<file path="src/rtl/snake_pkg.sv">
// snake_pkg: shared cell codes, colours, board defaults and a constant shift-add multiply helper.
package snake_pkg;
  localparam int GRID_W_DEF = 40;
  localparam int GRID_H_DEF = 30;
  localparam int CELL_SHIFT_DEF = 4;
  typedef enum logic [1:0] {CELL_EMPTY, CELL_BODY, CELL_HEAD, CELL_FOOD} cell_t;
  localparam logic [11:0] COLOR_EMPTY  = 12'h000;
  localparam logic [11:0] COLOR_BODY   = 12'h0F0;
  localparam logic [11:0] COLOR_HEAD   = 12'h0A0;
  localparam logic [11:0] COLOR_FOOD   = 12'hF00;
  localparam logic [11:0] COLOR_BORDER = 12'h444;
  localparam logic [11:0] COLOR_GRID   = 12'h222;
  function automatic logic [11:0] cell_color(logic [1:0] c);
    return cell_t'(c) == CELL_BODY ? COLOR_BODY :
           cell_t'(c) == CELL_HEAD ? COLOR_HEAD :
           cell_t'(c) == CELL_FOOD ? COLOR_FOOD : COLOR_EMPTY;
  endfunction
  // k is a constant, so this folds into a fixed set of shifted adds
  function automatic logic [10:0] mul_const(logic [10:0] a, int k);
    logic [10:0] s;
    s = '0;
    for (int i = 0; i < 11; i++)
      if (k[i]) s = s + (a << i);
    return s;
  endfunction
endpackage

</file>
<file path="src/rtl/snake_board_ram.sv">
// snake_board_ram: 2048x2 simple dual-port board memory, synchronous read (old data on collision).
module snake_board_ram (
  input  logic        clk,
  input  logic        we,
  input  logic [10:0] waddr,
  input  logic [1:0]  wdata,
  input  logic [10:0] raddr,
  output logic [1:0]  rdata
);
  logic [1:0] mem [2048];
  always_ff @(posedge clk) begin
    if (we) mem[waddr] <= wdata;
    rdata <= mem[raddr];
  end
endmodule

</file>
<file path="src/rtl/snake_pixel_gen.sv">
// snake_pixel_gen: 2-stage board-to-RGB renderer for a VGA timing generator.
// Optional SNAKE_GRID_LINES_EN draws 0x222 grid lines on empty cells.
module snake_pixel_gen import snake_pkg::*; #(
  parameter int H_ACTIVE   = 640,
  parameter int V_ACTIVE   = 480,
  parameter int CELL_SHIFT = CELL_SHIFT_DEF,
  parameter int GRID_W     = GRID_W_DEF,
  parameter int GRID_H     = GRID_H_DEF
) (
  input  logic        VGA_clock,
  input  logic        reset,
  input  logic [10:0] hcount,
  input  logic [10:0] vcount,
  input  logic        blank,
  input  logic        HS_in,
  input  logic        VS_in,
  input  logic        wr_en,
  input  logic [10:0] wr_addr,
  input  logic [1:0]  wr_data,
  output logic [3:0]  R,
  output logic [3:0]  G,
  output logic [3:0]  B,
  output logic        HS,
  output logic        VS,
  output logic        frame_tick
);
  logic [10:0] rd_addr;
  logic [1:0]  rd_data;
  logic        valid_q, blank_q, border_q, hs_q, vs_q, line_q, line_d;
  logic [11:0] rgb_q, color;
  assign rd_addr = mul_const(vcount >> CELL_SHIFT, GRID_W) + (hcount >> CELL_SHIFT);
  snake_board_ram u_ram (
    .clk(VGA_clock),
    .we(wr_en && !reset && wr_addr < 11'(GRID_W * GRID_H)),
    .waddr(wr_addr),
    .wdata(wr_data),
    .raddr(rd_addr),
    .rdata(rd_data)
  );
`ifdef SNAKE_GRID_LINES_EN
  assign line_d = hcount[CELL_SHIFT-1:0] == '0 || vcount[CELL_SHIFT-1:0] == '0;
`else
  assign line_d = 1'b0;
`endif
  // valid_q hides the unreset RAM output on the first cycle after reset
  always_comb
    color = !valid_q || blank_q ? COLOR_EMPTY :
            border_q ? COLOR_BORDER :
            line_q && rd_data == CELL_EMPTY ? COLOR_GRID : cell_color(rd_data);
  always_ff @(posedge VGA_clock or posedge reset) begin
    if (reset) begin
      valid_q  <= 1'b0;
      blank_q  <= 1'b0;
      border_q <= 1'b0;
      line_q   <= 1'b0;
      hs_q     <= 1'b1;
      vs_q     <= 1'b1;
      rgb_q    <= '0;
      HS       <= 1'b1;
      VS       <= 1'b1;
    end else begin
      valid_q  <= 1'b1;
      blank_q  <= blank;
      border_q <= hcount >= 11'(GRID_W << CELL_SHIFT) || hcount >= 11'(H_ACTIVE) ||
                  vcount >= 11'(GRID_H << CELL_SHIFT);
      line_q   <= line_d;
      hs_q     <= HS_in;
      vs_q     <= VS_in;
      rgb_q    <= color;
      HS       <= hs_q;
      VS       <= vs_q;
    end
  end
  assign {R, G, B} = rgb_q;
  assign frame_tick = !reset && vcount == 11'(V_ACTIVE) && hcount == '0;
endmodule

</file>
<file path="config.mk">
export PLATFORM = sky130hd
export DESIGN_NAME = snake_pixel_gen
export DESIGN_NICKNAME = d
export VERILOG_FILES = /design/src/rtl/snake_pkg.sv /design/src/rtl/snake_board_ram.sv /design/src/rtl/snake_pixel_gen.sv
export SDC_FILE = /design/constraint.sdc
export NUM_CORES = 2
export LEC_CHECK = 0
export CAP_MARGIN = 10
export CORE_UTILIZATION = 45
export CTS_CLUSTER_DIAMETER = 80
export CTS_CLUSTER_SIZE = 12
export DETAILED_ROUTE_END_ITERATION = 8
export HOLD_SLACK_MARGIN = 0.08
export PLACE_DENSITY = 0.59
export SYNTH_ARGS = -nofsm -noshare
export SYNTH_HDL_FRONTEND = slang
export SYNTH_SLANG_ARGS = --single-unit
</file>
<file path="constraint.sdc">
create_clock -name VGA_clock -period 3.6 [get_ports VGA_clock]
set_input_delay 0.72 -clock VGA_clock [delete_from_list [all_inputs] [get_ports VGA_clock]]
set_output_delay 0.72 -clock VGA_clock [all_outputs]
set_load 0.01 [all_outputs]
</file>
### Word level (Yosys, flattened, before mapping)

Memory sizes are Yosys's and may differ from the RTL's. A register that Yosys moved wholly into a read port is not among the register bits.
Cells that the tools add are included.

* memories kept: 1
* bits in registers: 19
* RAM bits: 4096
* word-level logic and storage cells: 34
* bits of input ports: 41
* output and inout port bits: 15

Memories
* u_ram.mem: depth 2048, width 2, read ports 1, clocked after memory_dff 1, write ports 1, RTL line snake_board_ram.sv:10 `logic [1:0] mem [2048];`

* mux-type cells: 7
* add/subtract/negate cells: 2
* $lt $le $gt $ge: 3
* equality and inequality tests: 4
* reductions and logical operators: 9

Operators with widths (number)
* $mux 12: 5
* $add 10x11->11: 1
* $add 11x7->11: 1
* $eq 11x9->1 const B: 1
* $ge 11x10->1 const B: 1
* $ge 11x9->1 const B: 1
* $logic_not 11->1: 1
* $lt 11x11->1 const B: 1
* $eq 2x2->1 const B: 2
* $logic_and 1x1->1: 4
* $eq 2x1->1 const B: 1
* $logic_not 1->1: 2
* $logic_or 1x1->1: 2
* $mux 1: 2

### Longest topological paths before layout

* depth in word-level cells: 6
* gate-level depth with buffers: 16
* mapped depth without buffers: 13

### Cells and area by module

A second synthesis with hierarchy kept.

* cells, all modules: 10264
* area, all modules: 169701.5 um^2

By module, submodules not included
* snake_board_ram: times used 1, area an instance 168788.1 um^2, seq. area each 123038.0 um^2, cells an instance 10174
* snake_pixel_gen: times used 1, area an instance 913.4 um^2, seq. area each 330.3 um^2, cells an instance 90

### Worst setup path after synthesis

Ideal clock, no wire load.

* path kind: input-to-reg
* from: input port hcount[9]
* to: register u_ram.rdata[0] (read register of u_ram.mem)
* setup time: 0.134 ns
* data arrival time: 3.888 ns
* data required time: 3.466 ns
* stages: 13
* slack: -0.422 ns
* path buffers: 1
* cells stage by stage: fa_1 > inv_1 > fa_1 > nand2b_1 > o2bb2ai_1 > xor2_1 > clkbuf_1 > nor3_1 > nand3_1 > a32o_1 > nand4_1 > nor4b_1 > or4_1

* longest elaborated chain between the ends: 1

RTL lines
* start: declaration: RTL line snake_pixel_gen.sv:12 `input logic [10:0] hcount,`
* $add 11x7->11: RTL line snake_pixel_gen.sv:31 `assign rd_addr = mul_const(vcount >> CELL_SHIFT, GRID_W) + (hcount >> CELL_SHIFT);`
* end: declaration: RTL line snake_board_ram.sv:8 `output logic [1:0] rdata`

No other way between the ends.

### Worst setup path after layout

* from: input port hcount[10]
* to: register u_ram.rdata[1] (read register of u_ram.mem)

Same word-level chain as after synthesis.

==> flow_metrics.py <==
metrics = {
    "sta": {
        "finalSetupTns_ns": 0,
        "fin_skew_ns": 0.0805,
        "hold_viol": 0,
        "finalCritPeriodShare_pct": 99.9,
        "fin_crit_ns": 3.60,
        "setup_viol": 0,
        "drv_slew": 0,
        "rsz0062_at_grt": "true",
        "tightest_slew_ns": 1.10,
        "fmax_mhz": 278,
        "max_slew_margin_pct": 26.4,
    },
    "synth": {
        "synth_compound_area_share_pct": 4.03,
        "synth.distinct_cells": 73,
        "synth_ff_type": "edfxtp_1",
        "synth_edf_count": 4096,
        "ys.warnings.count": 0,
        "syn_area_mm2": 0.164,
        "synth_top_family_by_area": "multiplexers",
        "yosysSeqAreaShare_pct": 75.3,
        "synth-simple-area-share_pct": 4.32,
        "async_flop_share_pct": 0.316,
        "synth-xor-area-share_pct": 0.0534,
        "synth_seq_cells": 4111,
        "syn_inst": 8935,
        "yosys.area_share.adder_pct": 0.136,
        "synth.area.mux_share_pct": 14.1,
        "syn_avg_cell_area_um2": 18.3,
    },
    "die": {
        "die_area_mm2": 0.367,
        "initial_core_util_pct": 45.2,
        "io_pins": 56,
        "die_w_um": 606,
        "core_mm2": 0.363,
        "rows": 221,
        "die_height_um": 606,
    },
    "critical_path": {
        "rrSetupSlack_ns": 0.71,
        "path_delay_family": "buffers and inverters",
        "crit_slowest_cell": "clkdlybuf4s50_1",
        "worstSetupEndpointType": "flop",
        "r2r-start": "u_ram.mem[559][0]",
        "max_stage_delay_ns": 0.51,
        "crit_fanout": 7,
        "crit_buf_inv": 6,
        "regToRegEndpoint": "u_ram.rdata[0]",
        "crit_path_start_kind": "input port",
        "worst-r2r-cell-count": 9,
        "cp.arrival_ns": 4.45,
        "crit_chain": "clkdlybuf4s50_1, fa_1, ha_4, buf_4, xnor2_2, buf_6, nand3_2, buf_12, buf_4, a211oi_1, nor2_1, nand2_1, nor4_1, a311oi_2, buf_4, nor4_4, or4_1",
        "path_class": "in -> reg",
        "crit_required_ns": 4.45,
        "crit_top_cell": "buf_4",
        "crit_cells": 17,
    },
    "grt": {
        "antenna_found_initial": 24,
        "grt_max_degree": 193,
        "grt_pass1_wl_mm": 658,
        "grtUsageTotal_pct": 25.1,
        "grt_pass1_vias": 93900,
        "grt_overflow_total": 0,
    },
    "final_layout": {
        "drive_gt1_share_pct": 20.6,
        "area_growth_pct": 19.6,
        "layout_commonest_cell": "edfxtp_1",
        "final_nets": 11600,
        "layout_common_cells": "edfxtp_1, conb_1, nor2_1",
        "filler_cell_count": 28800,
        "instances_no_fill": 16400,
    },
    "cts": {
        "numClockSinks": 4111,
        "cts_buffer_depth": 4,
        "tritoncts": "yes",
        "htreeDepth": 5,
        "cts_buffers": 383,
        "clk_pin_slew_worst_paths_ns": 0.06,
        "insertion_delay_ns": 0.98,
        "cts_root_buffer": "clkbuf_16",
        "ctsHoldBuffers": 0,
    },
    "pwr": {
        "peakVddDrop_mv": 0.385,
        "leakagePower_nw": 67.9,
        "power_density_mw_per_mm2": 519,
    },
    "worst_hold_path": {
        "holdCritPathClass": "in -> reg",
        "hold_path.startpoint": "hcount[9]",
        "holdPathStages": 4,
        "hold_path_end": "border_q",
    },
    "drt": {
        "drtPass1Iterations": 6,
        "drcViolationCount": 0,
        "wl_mm": 463,
        "viasPerCell": 5.64,
        "postRouteAntennaNets": 0,
        "vias": 92400,
        "drtIter0Drc": 11000,
        "avgRoutedWirePerCell_um": 28.3,
    },
    "placed_design": {
        "numPortBuffers": 52,
        "numPlacedInstances": 15900,
        "gp_congestion": 0.963,
        "dp_hpwl_mm": 307,
    },
    "job": {
        "max_cap_violations": 0,
    },
    "status": {
        "outcome": "complete, no violations",
    },
}
-- worst max path at each step --
stage / start / to / slack [ns]
floorplan: vcount[6] / u_ram.rdata[1] / -0.16
global placement: vcount[6] / u_ram.rdata[0] / -1.55
detailed placement: vcount[6] / u_ram.rdata[1] / -1.54
CTS: hcount[9] / u_ram.rdata[0] / 0.04
global route: hcount[10] / u_ram.rdata[1] / -0.03
finish: hcount[10] / u_ram.rdata[1] / 0.005
-- registers in the layout, summed over array words and instances, names as in the netlist --
| register | cells |
|---|---|
| vs_q | 1 |
| hs_q | 1 |
| rgb_q | 6 |
| HS | 1 |
| valid_q | 1 |
| u_ram.rdata | 2 |
| u_ram.mem | 4096 |
| VS | 1 |
| blank_q | 1 |
| border_q | 1 |
-- synthesized netlist by cell type, types with 15 or more instances --
cell      instances  area, um2
nand3_1          44        220
mux2i_1         731       7320
a22oi_1          41        308
nor3_1          104        521
o22ai_1         189       1180
clkbuf_1        377       1420
a31oi_1          31        194
a21oi_1         166        831
buf_4           109        818
or3_1            16        100
and2_1           15       93.8
a211oi_1         58        435
edfxtp_1       4096     123000
nor2_1         1314       4930
mux4_2          696      15700
o21ai_0          80        400
nand4_1          20        125
nor4_1           26        163
buf_1            57        214
buf_6            47        529
nand2_1         159        597
o221ai_1        295       2580
buf_2            77        385
-- metrics by stage --
| step | hold slack (ns) | utilization (%) | cell area [um2] | setup slack [ns] | total power [mW] |
|---|---|---|---|---|---|
| after global routing | 0.175 | 54.1 | 196000 | -0.0296 | 105 |
| final | 0.180 | 54.1 | 196000 | 0.00499 | 102 |
| after CTS | 0.139 | 54.0 | 196000 | 0.0369 | 102 |
| after floorplan | 0.345 | - | 170000 | -0.158 | 60.3 |
| after detailed placement | 0.347 | 51.2 | 186000 | -1.54 | 66.8 |
| after global placement | 0.349 | 51.2 | 186000 | -1.55 | 66.7 |
-- where the power goes --
group	switching [mW]	total [mW]	internal (mW)
clock network	16.6	35.7	19.1
logic	6.83	11.3	4.46
registers	0.406	54.8	54.4
-- area by class of cell --
type                            instances  area, um2  share of cell area (%)
Multi-Input combinational cell       5843      44200                    22.6
Antenna cell                            2       5.00                 0.00255
Inverter                                9       50.0                  0.0255
Clock buffer                          418       9800                    5.00
Timing Repair Buffer                 1197      12300                    6.28
Clock inverter                         24        290                   0.148
Sequential cell                      4111     123000                    62.9
Tap cell                             4794       6000                    3.06
-- timing repair --
| item | CTS | global route |
|---|---|---|
| resized for setup | 27 | 42 |
| buffers inserted | 3 | 2 |
| pin swaps | 7 | 17 |
| cloned | 0 | 1 |
| setup endpoints to repair | 2 | 2 |
-- cell families after synthesis --
| kind of cell | after synthesis |
|---|---|
| buf+inv | 679 |
| flops | 4111 |
| compound gates | 938 |
| mux | 1435 |
| simple gates | 1744 |
| xor+xnor | 10 |
| fa+ha+maj | 16 |
| other cells | 2 |
-- layer usage --
| layer | part of all wire [%] | vias up | global-route usage, % |
|---|---|---|---|
| li1 | - | 39300 | - |
| met1 | 38 | 48000 | 32.9 |
| met2 | 47 | 4187 | 40.0 |
| met3 | 9.9 | 931 | 6.19 |
| met4 | 5.2 | 6 | 11.4 |
| met5 | 0.0067 | - | 0 |
-- tightest hold or removal path, cell delays in order --
cell	delay, ns
clkbuf_2	0.10
buf_4	0.11
o21ai_0	0.08
nand3_1	0.09
Note: power is estimated with default switching activity, not from simulation.
